### config.mk
export PLATFORM = sky130hd
export DESIGN_NAME = pc_fetch_stage
export DESIGN_NICKNAME = d
export VERILOG_FILES = /design/src/rtl/pc_fetch_stage.sv
export SDC_FILE = /design/constraint.sdc
export NUM_CORES = 1
export LEC_CHECK = 0
export ABC_AREA = 1
export CELL_PAD_IN_SITES_DETAIL_PLACEMENT = 0
export CELL_PAD_IN_SITES_GLOBAL_PLACEMENT = 2
export CORE_MARGIN = 1.5
export CORE_UTILIZATION = 23
export CTS_BUF_LIST = sky130_fd_sc_hd__clkbuf_4
export CTS_CLUSTER_DIAMETER = 100
export DETAILED_ROUTE_END_ITERATION = 8
export GPL_ROUTABILITY_DRIVEN = 0
export HOLD_SLACK_MARGIN = 0.05
export PLACE_DENSITY_LB_ADDON = 0.1
export SLEW_MARGIN = 0
export SYNTH_ARGS = -nofsm -noshare
export SYNTH_HDL_FRONTEND = slang
export SYNTH_SLANG_ARGS = --single-unit
### constraint.sdc
create_clock -name Clk -period 6.25 [get_ports Clk]
set_clock_uncertainty 0.05 [all_clocks]
set_input_delay 0.625 -clock Clk [delete_from_list [all_inputs] [get_ports Clk]]
set_output_delay 0.625 -clock Clk [all_outputs]
set_load 0.1 [all_outputs]
### src/rtl/pc_fetch_stage.sv
// PC register and IF/ID pipeline register for the fetch stage.
// Optional alignment check enabled by defining PC_ALIGN_CHECK_EN.
module pc_fetch_stage #(
  parameter logic [31:0] RESET_PC   = 32'h0000_0000,
  parameter logic [31:0] EXC_VECTOR = 32'h0000_0080
) (
  input  logic        Clk,
  input  logic        Reset,
  input  logic [31:0] PCAddResult,
  input  logic [31:0] BranchTarget,
  input  logic        BranchTaken,
  input  logic [31:0] JumpTarget,
  input  logic        Jump,
  input  logic        Stall,
  input  logic        Flush,
  input  logic [31:0] Instruction,
  output logic [31:0] PCResult,
  output logic [31:0] IF_ID_PCPlus4,
  output logic [31:0] IF_ID_Instruction,
  output logic        IF_ID_Valid,
  output logic        AlignFault
);

  logic        redirect;
  logic        pc_load;
  logic        misaligned;
  logic        flush_ifid;
  logic [31:0] sel_pc;
  logic [31:0] next_pc;

  always_comb begin
    redirect = BranchTaken | Jump;
    sel_pc   = BranchTaken ? BranchTarget : (Jump ? JumpTarget : PCAddResult);
    // a redirect must land even while the hazard unit is holding fetch
    pc_load  = redirect | ~Stall;
`ifdef PC_ALIGN_CHECK_EN
    misaligned = pc_load & (sel_pc[1:0] != 2'b00);
    next_pc    = misaligned ? EXC_VECTOR : sel_pc;
`else
    misaligned = 1'b0;
    next_pc    = sel_pc;
`endif
    flush_ifid = Flush | redirect | misaligned;
  end

  always_ff @(posedge Clk or posedge Reset) begin
    if (Reset) begin
      PCResult <= RESET_PC;
    end else if (pc_load) begin
      PCResult <= next_pc;
    end
  end

  always_ff @(posedge Clk or posedge Reset) begin
    if (Reset) begin
      IF_ID_Instruction <= 32'h0;
      IF_ID_PCPlus4     <= 32'h0;
      IF_ID_Valid       <= 1'b0;
    end else if (flush_ifid) begin
      IF_ID_Instruction <= 32'h0;
      IF_ID_PCPlus4     <= 32'h0;
      IF_ID_Valid       <= 1'b0;
    end else if (pc_load) begin
      IF_ID_Instruction <= Instruction;
      IF_ID_PCPlus4     <= PCAddResult;
      IF_ID_Valid       <= 1'b1;
    end
  end

`ifdef PC_ALIGN_CHECK_EN
  always_ff @(posedge Clk or posedge Reset) begin
    if (Reset) begin
      AlignFault <= 1'b0;
    end else begin
      AlignFault <= misaligned;
    end
  end
`else
  logic unused_exc;
  assign unused_exc = ^EXC_VECTOR;
  assign AlignFault = 1'b0;
`endif

endmodule

* Word-level counts from Yosys, hierarchy flattened *
Cells that the tools add are included.

cells by class
  add/subtract/negate cells = 0
  divide/modulo/power cells = 0
  $lt $le $gt $ge = 0
  shift operators = 0
  equality and inequality tests = 0
  reductions and logical operators = 1
  muxes and demuxes = 8
  multiply operators = 0
  bitwise gates (word level) = 4

operator list
  kind                number
  2-to-1 mux 32 bit   6
  OR 1 bit            3
  2-to-1 mux 1 bit    2
  nonzero test 2 bit  1
  NOT 1 bit           1

storage, ports and cells
  register bits after elaboration = 97
  bits in writable memories = 0
  output and inout port bits = 98
  logic and storage cells = 17
  bits in latches = 0
  memories = 0
  ROM bits = 0

* Longest topological paths before layout *
  word-level depth = 4
  gate-level depth with buffers = 7
  mapped depth without buffers = 5

* Least setup slack after synthesis *
OpenSTA, ideal clock, no wires.

  kind = flip-flop to output port
  start = register IF_ID_Instruction[0]
  end = output port IF_ID_Instruction[0]
  required time = 5.575 ns
  stages on the path, launching flop included = 1
  setup slack = 4.677 ns
  path buffers = 0
  arrival time = 0.898 ns
  cells stage by stage = dfrtp_1

RTL lines
  element                 line  RTL
  start, declared         19    output logic [31:0] IF_ID_Instruction,
  start signal, assigned  64    IF_ID_Instruction <= Instruction;

No word-level cell between the ends.

* Worst setup path in the final report *
  start = register PCResult[30]
  end = output port PCResult[30]

RTL lines
  element                 line  RTL
  start, declared         17    output logic [31:0] PCResult,
  start signal, assigned  50    PCResult <= next_pc;

No word-level cell between the ends.

==> metrics.txt <==
outcome=complete, no violations; synthesized cell area=4400 um^2; antenna violations before repair=1; PortBufs=230; period utilisation layout=43.7%; Reg clk slew, reported paths=0.16 ns; clock sinks=97; Slowest cell on crit path=clkdlybuf4s50_1; met1 Use GR=20.3%; count of filler cells inserted in the layout=1960; Fmax=0.367 GHz; CTS Buffer Depth=2; Hold Buf Count CTS=0; register bit total from synthesis=97; Congestion Overflow GR=0; Area Overhead vs Synth=60.4%; Die W=141 um; share of the synthesized area in the top cell type=55.1%; post_cts resized=0; post-route cell area=7060 um^2; Root Driver=clkbuf_4; Sequential Power Share=41.2%; Remaining DRCs=0; Syn Nets=692; synth warn=0; final critical-path required period=2.73 ns; CTS buffer count=9; share of cells above drive strength 1=7.24%; DR vias=4249; post-synthesis sequential area ratio=55.1%; first drt pass iteration count=4; CP delay by family, top=buffers and inverters; most common cell after layout, fill and taps aside=nand2_1; largest net degree at the start of global routing=65; M2 GR Usage=25.3%; Global Route Usage Sum=15.7%; leak pwr=3.39 nW; CTS H-tree lvls=3; sw frac=35.7%; Via density=4.21; PD cells=231 nW/um^2; worst path cell trace=clkdlybuf4s50_1; Max Slew Vio Count=0; setup TNS=0 ns; actual slew at the worst max-slew pin=1.16 ns; max cap viols=0; net total in the final layout=903; met3 usage=4.52%; initial core utilization=23.5%; WL per Instance=15.3 um; GRT Max-Usage Layer=met2; Req. time, crit path=5.57 ns; CP Data Arrival Time=2.05 ns; global-route wire length before repair=24100 um; num ports=232; Die H=141 um; VDD IR max=81.4 uV; Netlist cell types=17; NetSw=0.000583 W; core footprint=18800 um^2; synth top area cells=dfrtp_1 (55%), nand2_1 (27%), nand3_1 (7.3%), or2_2 (4.4%), buf_2 (1.5%); Avg Inst Size Synth=7.89 um^2; drt total wl=15400 um; Syn Inst Count=558; clock share of power=29.5%; max incr delay on CP=1.19 ns; Iter 0 DRT Violations=201; hold crit path type=flop to flop; placed cell areas=6850 um^2; worst-path maximum fanout=2; Logic pwr share=29.3%; Final ANT Viol Nets=0; RSZ-0062 raised after global routing=false; vias in the first global route=4221; commonest non-fill, non-tap cells in the layout=nand2_1 (320), clkdlybuf4s50_1 (229), dfrtp_1 (97); FP Rows=50; Pint=0.00105 W; clock latency on the worst-skew pair=0.49 ns; Worst Path Buf+Inv=1; Setup Fix Bufs, Post-CTS=0; setup violators final=0; final core utilization=37.6%; CP Capture Type=output port; worst rel slew slack=22.3%; largest area contributor in the netlist=dfrtp_1; Startpoint Class=flop; Die Footprint=20000 um^2; Final Hold Viols=0; Detailed Place HPWL=10600 um; worst setup path category=flop to output port; CTS tree=yes
[worst register-to-register path: cells and delay by family, from the launching register on]
family	cells	cell delay, ns
and+or+nand+nor	2	0.15
DFF	1	0.43
[area by class of cell]
class                   instances  area, um^2  area share, %
repair buffers                232        2310           32.7
clock buffers                   9        67.6          0.957
flip-flops and latches         97        2430           34.4
clock inverters                 7         141           2.00
diodes                          2        5.00         0.0709
well taps                     234         293           4.15
inverters                       6        25.0          0.354
multi-input cells             423        1790           25.4
[synth_stat cells (all sizes together)]
| library cell | n |
|---|---|
| nand2 | 322 |
| dfrtp | 97 |
| a21oi | 1 |
| nor2 | 3 |
| or2 | 32 |
| buf | 23 |
| nand3 | 64 |
| conb | 1 |
| clkbuf | 9 |
| inv | 6 |
[state kept, by name, summed over array words and instances (netlist names)]
register / count
IF_ID_Instruction: 32
IF_ID_PCPlus4: 32
IF_ID_Valid: 1
PCResult: 32
[final timing paths]
check                            startpoint  depth (start not counted)  slack, ns                    end
max                            PCResult[30]                          1       3.52           PCResult[30]
min                        IF_ID_PCPlus4[8]                          2       0.44       IF_ID_PCPlus4[8]
max reg2reg                    PCResult[15]                          2       5.54           PCResult[15]
min reg2reg                IF_ID_PCPlus4[8]                          2       0.44       IF_ID_PCPlus4[8]
max in group asynchronous             Reset                          3       4.48            PCResult[7]
min in group asynchronous             Reset                          2       0.49  IF_ID_Instruction[31]
[layer usage]
metal | vias to the layer above | share of wire, % | wire (um)
met1 | 1945 | 44 | 6770
met4 | 0 | 1.5 | 228
met2 | 153 | 47 | 7180
met3 | 13 | 8.1 | 1250
met5 | - | 0 | 0
li1 | 2138 | - | -
[power groups by stage]
stage / combinational (W) / sequential (W) / clock [W]
floorplan: 0.0000836 / 0.000903 / 0
global placement: 0.000483 / 0.000686 / 0
detailed placement: 0.000484 / 0.000685 / 0
CTS: 0.000485 / 0.000675 / 0.000498
global route: 0.000506 / 0.000679 / 0.000527
finish: 0.000478 / 0.000674 / 0.000482
[cell families (layout without fill, tap and decap cells)]
group,Yosys count,after routing,synth area share (%)
DFF,97,97,55.1
AOI/OAI and AO/OA,1,1,0.114
and+or+nand+nor,421,421,40.5
other,1,3,0.0852
buffers and inverters,38,254,4.21
[per-stage QoR]
stage          hold WS (ns)  worst slack (ns)  instances  total power, W
3_3_place_gp          0.403              3.34        992         0.00117
5_1_grt               0.460              3.42       1010         0.00171
4_1_cts               0.444              3.47       1008         0.00166
2_1_floorplan         0.660              3.04        558        0.000987
6_report              0.440              3.52       1010         0.00163
3_5_place_dp          0.407              3.31        992         0.00117
No activity file was read; power rests on OpenSTA's default activity.
